===== src/rtl/screen_probe_ctrl_if.sv =====
// screen_probe_ctrl_if: capture-path video, config bus and detection status for screen_probe_ctrl
interface screen_probe_ctrl_if;
  logic        Enable;
  logic        VSyncPulse;
  logic        HSyncPulse;
  logic        VDE;
  logic [23:0] RGB;
  logic        CfgWe;
  logic [3:0]  CfgAddr;
  logic [31:0] CfgData;
  logic        Detected;
  logic        DetectedSticky;
  logic [3:0]  FrameMask;
  logic [3:0]  ConsecCount;
  modport master (
    output Enable, VSyncPulse, HSyncPulse, VDE, RGB, CfgWe, CfgAddr, CfgData,
    input  Detected, DetectedSticky, FrameMask, ConsecCount
  );
  modport slave (
    input  Enable, VSyncPulse, HSyncPulse, VDE, RGB, CfgWe, CfgAddr, CfgData,
    output Detected, DetectedSticky, FrameMask, ConsecCount
  );
endinterface


===== src/rtl/screen_probe_ctrl.sv =====
// screen_probe_ctrl: runtime-programmable pixel-probe screen detector with per-frame debounce
module screen_probe_ctrl #(
  parameter int NUM_PROBES = 4,
  parameter int MAX_FRAMES = 15
) (
  input logic CLK,
  input logic RST,
  screen_probe_ctrl_if.slave bus
);
  logic [10:0] px [NUM_PROBES];
  logic [9:0]  py [NUM_PROBES];
  logic [23:0] prgb [NUM_PROBES];
  logic [7:0]  ptol [NUM_PROBES];
  logic [3:0]  en_mask, frames_req, req_eff;
  logic [10:0] x;
  logic [9:0]  y;
  logic        line_act;
  logic [NUM_PROBES-1:0] hit, fmask, eval_mask;
  logic [3:0]  frame_out, cnt;
  logic        det, det_q, stk, cfg_clr, sticky_clr, frame_ok;
  function automatic logic [7:0] absd(input logic [7:0] a, input logic [7:0] b);
    return (a > b) ? a - b : b - a;
  endfunction
  always_ff @(posedge CLK or posedge RST) begin
    if (RST) begin
      for (int i = 0; i < NUM_PROBES; i++) begin
        px[i] <= '0;
        py[i] <= '0;
        prgb[i] <= '0;
        ptol[i] <= '0;
      end
      en_mask <= '0;
      frames_req <= '0;
    end else if (bus.CfgWe) begin
      if (!bus.CfgAddr[3]) begin
        if (!bus.CfgAddr[0]) {px[bus.CfgAddr[2:1]], py[bus.CfgAddr[2:1]]} <= bus.CfgData[20:0];
        else {ptol[bus.CfgAddr[2:1]], prgb[bus.CfgAddr[2:1]]} <= bus.CfgData;
      end else if (bus.CfgAddr == 4'd8) {en_mask, frames_req} <= bus.CfgData[7:0];
    end
  end
  // y only advances for lines that actually carried active video
  always_ff @(posedge CLK or posedge RST) begin
    if (RST) begin
      x <= '0;
      y <= '0;
      line_act <= 1'b0;
    end else if (bus.VSyncPulse) begin
      x <= '0;
      y <= '0;
      line_act <= 1'b0;
    end else if (bus.HSyncPulse) begin
      x <= '0;
      if (line_act || bus.VDE) y <= (y == 10'h3ff) ? y : y + 10'd1;
      line_act <= 1'b0;
    end else if (bus.VDE) begin
      x <= (x == 11'h7ff) ? x : x + 11'd1;
      line_act <= 1'b1;
    end
  end
  for (genvar g = 0; g < NUM_PROBES; g++) begin : g_probe
    assign hit[g] = bus.VDE && en_mask[g] && x == px[g] && y == py[g] &&
                    absd(bus.RGB[23:16], prgb[g][23:16]) <= ptol[g] &&
                    absd(bus.RGB[15:8], prgb[g][15:8]) <= ptol[g] &&
                    absd(bus.RGB[7:0], prgb[g][7:0]) <= ptol[g];
  end
  assign eval_mask  = fmask | hit;
  assign frame_ok   = en_mask != 4'd0 && (eval_mask & en_mask) == en_mask;
  assign cfg_clr    = bus.CfgWe && bus.CfgAddr <= 4'd8;
  assign sticky_clr = bus.CfgWe && bus.CfgAddr == 4'd9;
  assign req_eff    = (frames_req == 4'd0) ? 4'd1 : frames_req;
  always_ff @(posedge CLK or posedge RST) begin
    if (RST) begin
      fmask <= '0;
      frame_out <= '0;
      cnt <= '0;
      det <= 1'b0;
      det_q <= 1'b0;
      stk <= 1'b0;
    end else begin
      det_q <= det;
      if (det && !det_q) stk <= 1'b1;
      else if (sticky_clr) stk <= 1'b0;
      if (!bus.Enable) begin
        fmask <= '0;
        frame_out <= '0;
        cnt <= '0;
        det <= 1'b0;
      end else begin
        det <= cnt >= req_eff;
        if (cfg_clr) begin
          fmask <= '0;
          cnt <= '0;
        end else if (bus.VSyncPulse) begin
          frame_out <= eval_mask & en_mask;
          cnt <= frame_ok ? ((cnt == 4'(MAX_FRAMES)) ? cnt : cnt + 4'd1) : 4'd0;
          fmask <= '0;
        end else fmask <= eval_mask;
      end
    end
  end
  assign bus.Detected       = det;
  assign bus.DetectedSticky = stk;
  assign bus.FrameMask      = frame_out;
  assign bus.ConsecCount    = cnt;
endmodule


===== src/flat_wrapper.sv =====
// flat-port wrapper written by rule: the top's interface ports become plain ports
module screen_probe_ctrl_flat 
#(
  parameter int NUM_PROBES = 4,
  parameter int MAX_FRAMES = 15
)
  (CLK, RST, bus_Enable, bus_VSyncPulse, bus_HSyncPulse, bus_VDE, bus_RGB, bus_CfgWe, bus_CfgAddr, bus_CfgData, bus_Detected, bus_DetectedSticky, bus_FrameMask, bus_ConsecCount);
  screen_probe_ctrl_if bus_i ();
  input logic CLK;
  input logic RST;
  input wire logic [$bits(bus_i.Enable)-1:0] bus_Enable;
  input wire logic [$bits(bus_i.VSyncPulse)-1:0] bus_VSyncPulse;
  input wire logic [$bits(bus_i.HSyncPulse)-1:0] bus_HSyncPulse;
  input wire logic [$bits(bus_i.VDE)-1:0] bus_VDE;
  input wire logic [$bits(bus_i.RGB)-1:0] bus_RGB;
  input wire logic [$bits(bus_i.CfgWe)-1:0] bus_CfgWe;
  input wire logic [$bits(bus_i.CfgAddr)-1:0] bus_CfgAddr;
  input wire logic [$bits(bus_i.CfgData)-1:0] bus_CfgData;
  output wire logic [$bits(bus_i.Detected)-1:0] bus_Detected;
  output wire logic [$bits(bus_i.DetectedSticky)-1:0] bus_DetectedSticky;
  output wire logic [$bits(bus_i.FrameMask)-1:0] bus_FrameMask;
  output wire logic [$bits(bus_i.ConsecCount)-1:0] bus_ConsecCount;
  assign bus_i.Enable = bus_Enable;
  assign bus_i.VSyncPulse = bus_VSyncPulse;
  assign bus_i.HSyncPulse = bus_HSyncPulse;
  assign bus_i.VDE = bus_VDE;
  assign bus_i.RGB = bus_RGB;
  assign bus_i.CfgWe = bus_CfgWe;
  assign bus_i.CfgAddr = bus_CfgAddr;
  assign bus_i.CfgData = bus_CfgData;
  assign bus_Detected = bus_i.Detected;
  assign bus_DetectedSticky = bus_i.DetectedSticky;
  assign bus_FrameMask = bus_i.FrameMask;
  assign bus_ConsecCount = bus_i.ConsecCount;
  screen_probe_ctrl #(.NUM_PROBES(NUM_PROBES), .MAX_FRAMES(MAX_FRAMES)) u_core (.CLK(CLK), .RST(RST), .bus(bus_i));
endmodule

===== config.mk =====
export PLATFORM = sky130hd
export DESIGN_NAME = screen_probe_ctrl_flat
export DESIGN_NICKNAME = d
export VERILOG_FILES = /design/src/rtl/screen_probe_ctrl_if.sv /design/src/rtl/screen_probe_ctrl.sv /design/src/flat_wrapper.sv
export SDC_FILE = /design/constraint.sdc
export NUM_CORES = 1
export LEC_CHECK = 0
export BUFFER_PORTS_ARGS = -buffer_cell sky130_fd_sc_hd__buf_2
export CAP_MARGIN = 20
export CORE_MARGIN = 2
export CORE_UTILIZATION = 50
export CTS_CLUSTER_SIZE = 30
export DETAILED_ROUTE_END_ITERATION = 7
export PLACE_DENSITY = 0.67
export RECOVER_POWER = 25
export SLEW_MARGIN = 30
export SYNTH_ARGS = -nofsm -noshare
export SYNTH_HDL_FRONTEND = slang
export SYNTH_SLANG_ARGS = --single-unit

===== constraint.sdc =====
create_clock -name CLK -period 11.78 [get_ports CLK]
set_input_delay 1.767 -clock CLK [delete_from_list [all_inputs] [get_ports CLK]]
set_output_delay 1.767 -clock CLK [all_outputs]
set_load 0.01 [all_outputs]

Word-level counts from Yosys, hierarchy flattened --
Index checks and enable logic that the tools add are counted.
Storage, ports and cells: register bits after elaboration 257, bits in latches 0, RAM bits 0, ROM bits 0, output and inout bits 10, word-level logic and storage cells 201, memories 0
Operators by class: $add $sub $neg 27, $mul 0, divide/modulo/power cells 0, order comparisons 28, equal/unequal tests 20, shift operators 0, mux-type cells 50, bitwise gates (word level) 5, reduce and logical (&&, ||, !) cells 44
Operators by type and width (count):
- 8-bit subtractor | 24
- 8-bit 2-to-1 mux | 13
- 96-bit bitwise mux | 1
- 8-bit > comparator | 12
- 8-bit <= comparator | 12
- 11-bit 2-to-1 mux | 5
- 10-bit 2-to-1 mux | 5
- 24-bit demux with 2-bit select | 1
- 4-bit 2-to-1 mux | 12
- 44-bit bitwise mux | 1
- 11-bit == test | 4
- 40-bit bitwise mux | 1
- 10-bit == test | 4
- 32-bit bitwise mux | 1
- 1-bit logical AND | 29
- 24-bit 2-to-1 mux | 1
- 11-bit demux with 2-bit select | 1
- 10-bit demux with 2-bit select | 1
- 8-bit demux with 2-bit select | 1
- 4-bit == test, second input constant | 3
- 3-bit AND reduction | 4
- 11-bit by 1-bit adder with 11-bit output, second input constant | 1
- 11-bit == test, second input constant | 1
- 10-bit by 1-bit adder with 10-bit output, second input constant | 1
- 24 further kinds | 35

Logic depth before layout (Yosys ltp) --
Gate-level depths: netlist of run 1.
depth after elaboration 14, depth in mapped cells 21

Worst setup path before layout of run 1 --
Ideal clock, no wire load.
kind in2reg, start input port bus_RGB[16], end register u_core.cnt[1], in the netlist u_core.bus.ConsecCount[1], setup time 82 ps, data arrival time 6134 ps, required time 11698 ps, path slack 5564 ps, stages 21, buffers on the path 0, cells stage by stage inv_1 -> ha_1 -> inv_1 -> fa_1 -> a21o_1 -> a21oi_1 -> o21ai_0 -> o21ai_2 -> mux2_2 -> nor4_1 -> o31a_1 -> nor2_1 -> ha_1 -> a21oi_1 -> o21ai_0 -> o21a_1 -> or4_1 -> o311ai_1 -> nor4b_4 -> nand4_1 -> o22ai_1
Between the ends: cells in the longest elaborated chain, start to end 14
Ends and longest elaborated chain:
- start, declared | line flat_wrapper.sv:15 | input wire logic [$bits(bus_i.RGB)-1:0] bus_RGB;
- 8-bit subtractor / 8-bit > comparator (equally long branches) | line screen_probe_ctrl.sv:22 | return (a > b) ? a - b : b - a;
- 8-bit 2-to-1 mux | line screen_probe_ctrl.sv:22
- 8-bit <= comparator | line screen_probe_ctrl.sv:62 | absd(bus.RGB[23:16], prgb[g][23:16]) <= ptol[g] &&
- 1-bit logical AND | line screen_probe_ctrl.sv:61 | assign hit[g] = bus.VDE && en_mask[g] && x == px[g] && y == py[g] &&
- 1-bit logical AND | line screen_probe_ctrl.sv:62
- 1-bit logical AND | line screen_probe_ctrl.sv:63 | absd(bus.RGB[15:8], prgb[g][15:8]) <= ptol[g] &&
- 4-bit bitwise OR (*) | line screen_probe_ctrl.sv:66 | assign eval_mask = fmask | hit;
- 4-bit bitwise AND (*) | line screen_probe_ctrl.sv:67 | assign frame_ok = en_mask != 4'd0 && (eval_mask & en_mask) == en_mask;
- 4-bit == test (*) | line screen_probe_ctrl.sv:67
- 1-bit logical AND (*) | line screen_probe_ctrl.sv:67
- 4-bit 2-to-1 mux | line screen_probe_ctrl.sv:95 | cnt <= frame_ok ? ((cnt == 4'(MAX_FRAMES)) ? cnt : cnt + 4'd1) : 4'd0;
- 4-bit 2-to-1 mux | line screen_probe_ctrl.sv:93 | end else if (bus.VSyncPulse) begin
- 4-bit 2-to-1 mux | line screen_probe_ctrl.sv:90 | if (cfg_clr) begin
- 4-bit 2-to-1 mux | line screen_probe_ctrl.sv:83 | if (!bus.Enable) begin
- end signal, assigned | line screen_probe_ctrl.sv:95
- end, declared | line screen_probe_ctrl.sv:19 | logic [3:0] frame_out, cnt;
Every way passes the cells marked *; elsewhere a longest branch is shown, timed or not. The select of a mux whose other input is x is not followed. A chain may end at the register's enable or synchronous reset.

Worst setup path after layout of run 1 --
start input port bus_RGB[8], end register u_core.cnt[3], in the netlist u_core.bus.ConsecCount[3]
Between the ends: cells in the longest elaborated chain, start to end 13
Ends and longest elaborated chain (line):
- 8-bit subtractor / 8-bit > comparator (equally long branches) | screen_probe_ctrl.sv:22
- 8-bit 2-to-1 mux | screen_probe_ctrl.sv:22
- 8-bit <= comparator | screen_probe_ctrl.sv:63
- 1-bit logical AND | screen_probe_ctrl.sv:62
- 1-bit logical AND | screen_probe_ctrl.sv:63
- 4-bit bitwise OR (*) | screen_probe_ctrl.sv:66
- 4-bit bitwise AND (*) | screen_probe_ctrl.sv:67
- 4-bit == test (*) | screen_probe_ctrl.sv:67
- 1-bit logical AND (*) | screen_probe_ctrl.sv:67
- 4-bit 2-to-1 mux | screen_probe_ctrl.sv:95
- 4-bit 2-to-1 mux | screen_probe_ctrl.sv:93
- 4-bit 2-to-1 mux | screen_probe_ctrl.sv:90
- 4-bit 2-to-1 mux | screen_probe_ctrl.sv:83
Marked as above.

==> results of run 1 <==
-- sequential cells by signal, indices dropped and copies added, names as in the netlist --
signal                     flops
u_core.bus.ConsecCount         4
u_core.bus.Detected            1
u_core.bus.DetectedSticky      1
u_core.bus.FrameMask           4
u_core.det_q                   1
u_core.en_mask                 4
u_core.fmask                   4
u_core.frames_req              4
u_core.line_act                1
u_core.prgb                   96
u_core.ptol                   32
u_core.px                     44
u_core.py                     40
u_core.x                      11
u_core.y                      10
-- synth_stat cells (all sizes together), types with 47 or more instances --
| library cell | n |
|---|---|
| mux2 | 161 |
| nor2 | 74 |
| inv | 225 |
| nand4 | 47 |
| xor2 | 110 |
| nand2 | 178 |
| xnor2 | 53 |
| clkbuf | 54 |
| o21ai | 170 |
| a21oi | 117 |
| dfrtp | 257 |
| ha | 283 |
-- kinds of logic (layout without fill, tap and decap cells) --
| group | after synthesis | count (layout) | synth area share (%) |
|---|---|---|---|
| AO/OA/AOI/OAI | 496 | 496 | 14.99 |
| AND/OR/NAND/NOR | 477 | 477 | 11.28 |
| buffers and inverters | 310 | 364 | 6.034 |
| adder cells (fa/ha/maj) | 307 | 307 | 19.37 |
| flip-flops | 257 | 257 | 30.98 |
| multiplexers | 196 | 196 | 10.42 |
| XOR/XNOR | 163 | 163 | 6.914 |
| other | 0 | 1 | 0 |
-- metal layers --
| metal | wire length, um | GRT usage (%) |
|---|---|---|
| met5 | 0 | 0 |
| met4 | 2051 | 9.049 |
| met3 | 3031 | 3.147 |
| met2 | 28310 | 45.98 |
| met1 | 26240 | 37.00 |
-- critical path, stage by stage --
cell	delay, ns
buf_2	0.16
inv_1	0.20
ha_1	0.25
inv_1	0.07
fa_1	0.39
a21o_1	0.17
a21oi_1	0.26
o21ai_1	0.14
o21ai_2	0.48
mux2i_1	0.36
a21oi_1	0.10
o21ai_0	0.21
xor2_1	0.37
ha_1	0.34
a21o_1	0.19
a21oi_1	0.17
a41oi_1	0.08
nor4_1	0.63
o2111ai_1	0.45
nand3_1	0.32
nand4_1	0.13
o22ai_1	0.20
-- worst max-delay path by stage --
stage / end / slack, ns
6_report: u_core.bus.ConsecCount[3] / 4.81
5_1_grt: u_core.bus.ConsecCount[3] / 4.60
4_1_cts: u_core.bus.ConsecCount[3] / 5.01
3_5_place_dp: u_core.bus.ConsecCount[1] / 4.45
3_3_place_gp: u_core.bus.ConsecCount[1] / 4.62
2_1_floorplan: u_core.bus.ConsecCount[0] / 2.94
-- final cells by class --
| class | count | area share (%) |
|---|---|---|
| Multi-Input combinational cell | 1639 | 58.00 |
| Sequential cell | 257 | 28.47 |
| Inverter | 225 | 3.744 |
| Clock buffer | 39 | 3.650 |
| Tap cell | 532 | 2.946 |
| Timing Repair Buffer | 84 | 2.005 |
| Clock inverter | 16 | 1.174 |
| Antenna cell | 1 | 0.01108 |
-- where the power goes --
group	internal, mW	switching, mW
Clock	0.626	0.405
Sequential	1.07	0.127
Combinational	0.911	1.24
==> results.json, run 1 <==
{
  "netlist_area_um2": 20760,
  "place_area_um2": 21480,
  "final_common_cell": "ha_1",
  "synth_nets": 2580,
  "holdPathStages": 0,
  "cts_tree": "built",
  "drive_above_1_share_pct": 14.73,
  "ys.flop_type": "dfrtp_1",
  "end_kind": "flop",
  "wire_per_inst_um": 21.35,
  "grt_pass1_vias": 16358,
  "antenna_left": 0,
  "rsz0062_at_grt": "no",
  "die_area_um2": 43160,
  "hpwl_um": 44960,
  "ys_ff_latch": 257,
  "fmax_mhz": 143.5,
  "outcome": "finished with violations",
  "routabilityCongestion": 0.9733,
  "post-route-min-period_ns": 6.967,
  "cts_resized": 0,
  "fin_hold_ws_ns": 0.3987,
  "cp.required_ns": 12.27,
  "wl_um": 59640,
  "antenna_found_initial": 0,
  "cp_max_fo": 10,
  "nets": 2611,
  "ios": 77,
  "min_from": "u_core.bus.Detected",
  "portBuffers": 76,
  "register_area_um2": 6431,
  "drt_iter0_drc": 1248,
  "die_height_um": 207.7,
  "die_w_um": 207.7,
  "start_kind": "input pin",
  "cts.sinks": 257,
  "hold_viol_final": 0,
  "synth-edff-count": 0,
  "dpl.cell_count": 2736,
  "clkSlewWorstSetupHoldPaths_ns": 0.06,
  "stdcell_area_um2": 22590,
  "ys_top_cells_by_area": "dfrtp_1 31%, ha_1 17%, mux2_2 8.7%",
  "num_vias": 16364,
  "setup-tns-final_ns": 0,
  "hold_buffers": 0,
  "drv_cap": 1,
  "power.density_nw_per_um2": 193.5,
  "cts_buffer_depth": 3,
  "grt_pass1_wl_um": 92850,
  "synth-async-reset-ratio_pct": 100.0,
  "cp.arrival_ns": 7.46,
  "cts_buffers": 30,
  "first_pass_iters": 5,
  "htreeDepth": 1,
  "hold_path_class": "reg2reg",
  "violations": "capacitance limit, slew limit",
  "cts_setup_buffers": 0,
  "overflow": 0,
  "area_growth_pct": 8.843,
  "setup_violations": 0,
  "root_buffer": "clkbuf_16",
  "vias_per_cell": 5.859,
  "layout_common_cells": "283 x ha_1, 257 x dfrtp_1, 224 x inv_1, 176 x nand2_1, 167 x o21ai_0",
  "worst_pin_slew_ns": 5.880,
  "fill_cells": 3634,
  "regToRegSetupSlack_ns": 5.99,
  "yosysTopAreaCellShare_pct": 30.98,
  "skew_ns": 0.02758,
  "finalMaxSlewViolations": 133,
  "setup_slack_ns": 4.813,
  "rows": 74,
  "insertion_delay_ns": 0.60,
  "syn_area_per_cell_um2": 9.409,
  "yosysSeqAreaShare_pct": 30.98,
  "startpoint": "bus_RGB[8]",
  "yosysTopAreaCell": "dfrtp_1",
  "yosysWarningCount": 0,
  "max_slew_margin_pct": -294.1,
  "drc": 0,
  "hold_end": "u_core.det_q",
  "multi_input_area_um2": 13100,
  "synthCells": 2206,
  "start_util_pct": 50.72,
  "finish.utilization_pct": 55.20,
  "synth.distinct_cells": 73,
  "total_power_mw": 4.371,
  "ir_worst_vdd_uv": 127.7,
  "reg2reg_depth": 20,
  "grt_max_degree": 133,
  "grt_usage_pct": 27.42,
  "critPathKind": "in2reg",
  "reg2reg_from": "u_core.prgb[32]",
  "r2r_end": "u_core.bus.ConsecCount[3]",
  "pre_cts_ws_ns": 4.454,
  "p_leak_nw": 10.87,
  "min_period_over_period_pct": 59.15,
  "instances_no_fill": 2793,
  "core_um2": 40920
}
Power figures use the tool's default switching activity.
==> run 2, diff against run 1 <==
--- a/config.mk
+++ b/config.mk
@@ -11,7 +11,7 @@
 export CORE_UTILIZATION = 50
 export CTS_CLUSTER_SIZE = 30
 export DETAILED_ROUTE_END_ITERATION = 7
-export PLACE_DENSITY = 0.67
+export PLACE_DENSITY = 0.69
 export RECOVER_POWER = 25
 export SLEW_MARGIN = 30
 export SYNTH_ARGS = -nofsm -noshare
==> constraint.sdc (replaced) <==
create_clock -name CLK -period 6 [get_ports CLK]
set_input_delay 0.9 -clock CLK [delete_from_list [all_inputs] [get_ports CLK]]
set_output_delay 0.9 -clock CLK [all_outputs]
set_load 0.01 [all_outputs]
==> results.json, run 2 (synthesis results as in run 1) <==
{
  "r2r_end": "u_core.bus.ConsecCount[1]",
  "antenna_found_initial": 2,
  "max_slew_margin_pct": -164.6,
  "setup_violations": 0,
  "grt_max_degree": 148,
  "vias_per_cell": 5.874,
  "stdcell_area_um2": 22710,
  "grt_usage_pct": 27.36,
  "cts_resized": 0,
  "regToRegSetupSlack_ns": 0.72,
  "skew_ns": 0.008653,
  "start_kind": "input pin",
  "first_pass_iters": 5,
  "top_regs": "u_core.prgb (96), u_core.px (44), u_core.py (40)",
  "htreeDepth": 1,
  "final_common_cell": "ha_1",
  "wire_per_inst_um": 21.15,
  "portBuffers": 76,
  "core_um2": 40920,
  "crit_end": "u_core.bus.ConsecCount[1]",
  "min_from": "u_core.bus.Detected",
  "antenna_left": 0,
  "start_util_pct": 50.72,
  "cts.sinks": 257,
  "cts_setup_buffers": 0,
  "die_w_um": 207.7,
  "violations": "capacitance limit, slew limit",
  "cp.arrival_ns": 6.04,
  "power.density_nw_per_um2": 381.6,
  "die_area_um2": 43160,
  "setup_slack_ns": 0.4705,
  "nets": 2629,
  "area_growth_pct": 9.428,
  "num_antenna_cells": 0,
  "root_buffer": "clkbuf_16",
  "fmax_mhz": 180.8,
  "cts_buffer_depth": 3,
  "drv_cap": 2,
  "clkSlewWorstSetupHoldPaths_ns": 0.06,
  "total_power_mw": 8.667,
  "end_kind": "flop",
  "pre_cts_ws_ns": -0.005943,
  "wl_um": 59440,
  "cp.required_ns": 6.51,
  "drive_above_1_share_pct": 15.32,
  "critPathKind": "in2reg",
  "hold_buffers": 0,
  "instances_no_fill": 2810,
  "p_leak_nw": 10.98,
  "outcome": "finished with violations",
  "drt_iter0_drc": 1219,
  "ios": 77,
  "place_area_um2": 21620,
  "worst_pin_slew_ns": 3.969,
  "num_vias": 16505,
  "cp_max_fo": 10,
  "post-route-min-period_ns": 5.530,
  "grt_pass1_vias": 16525,
  "cts_buffers": 31,
  "layout_common_cells": "283 x ha_1, 257 x dfrtp_1, 224 x inv_1, 177 x nand2_1, 167 x o21ai_0",
  "ir_worst_vdd_uv": 260.3,
  "min_period_over_period_pct": 92.16,
  "routabilityCongestion": 0.9642,
  "hold_path_class": "reg2reg",
  "cts_tree": "built",
  "grt_pass1_wl_um": 93610,
  "finish.utilization_pct": 55.50,
  "overflow": 0,
  "max_flop_register": "u_core.prgb",
  "die_height_um": 207.7,
  "hpwl_um": 44900,
  "drc": 0,
  "fin_hold_ws_ns": 0.4150,
  "dpl.cell_count": 2754,
  "rsz0062_at_grt": "no",
  "rows": 74,
  "startpoint": "bus_RGB[16]",
  "insertion_delay_ns": 0.61,
  "reg2reg_depth": 20,
  "reg2reg_from": "u_core.prgb[64]",
  "finalMaxSlewViolations": 197,
  "largest_reg_flops": 96,
  "hold_viol_final": 0,
  "setup-tns-final_ns": 0
}
==> run 2: how the worst min path moves through the flow <==
stage,end,cells past startpoint
after floorplan,u_core.bus.DetectedSticky,1
after detailed placement,u_core.det_q,0
after global placement,u_core.det_q,0
after global routing,u_core.det_q,0
after CTS,u_core.det_q,0
final,u_core.det_q,0
==> run 2: layer usage <==
| metal | up-vias | global-route usage (%) | part of all wire (%) |
|---|---|---|---|
| li1 | 7799 | - | - |
| met1 | 8100 | 36.55 | 44 |
| met2 | 484 | 46.34 | 47 |
| met3 | 122 | 3.222 | 5.3 |
| met4 | 0 | 8.829 | 3.6 |
| met5 | - | 0 | 0 |
==> run 2: layout make-up <==
| type | count | area, um2 |
|---|---|---|
| fill | 3691 | 18210 |
| multi-input combinational | 1639 | 13100 |
| sequential | 257 | 6431 |
| clock buffer | 42 | 897.1 |
| inverter | 225 | 845.8 |
| tap | 532 | 665.6 |
| timing repair buffer | 101 | 561.8 |
| clock inverter | 14 | 214.0 |
==> run 2: critical path, stage by stage <==
cell and delay [ns]:
buf_2 0.11, inv_1 0.16, ha_1 0.20, inv_1 0.06, fa_1 0.39, a21o_1 0.17
a21oi_1 0.24, o21ai_0 0.12, a21oi_1 0.23, nor2_2 0.15, mux2_2 0.32, a32o_1 0.26
nor4b_1 0.38, ha_1 0.34, a21oi_1 0.13, nand2_1 0.07, a211o_1 0.36, a2111oi_1 0.46
a311oi_1 0.22, nor4b_4 0.41, a41oi_2 0.18, o22ai_1 0.17
==> run 2: report_power, final <==
group | internal [mW] | leakage [nW] | switching, mW
registers | 2.09 | 3.18 | 0.249
logic | 1.83 | 7.25 | 2.42
clock network | 1.26 | 0.555 | 0.814
total | 5.18 | 11.0 | 3.49
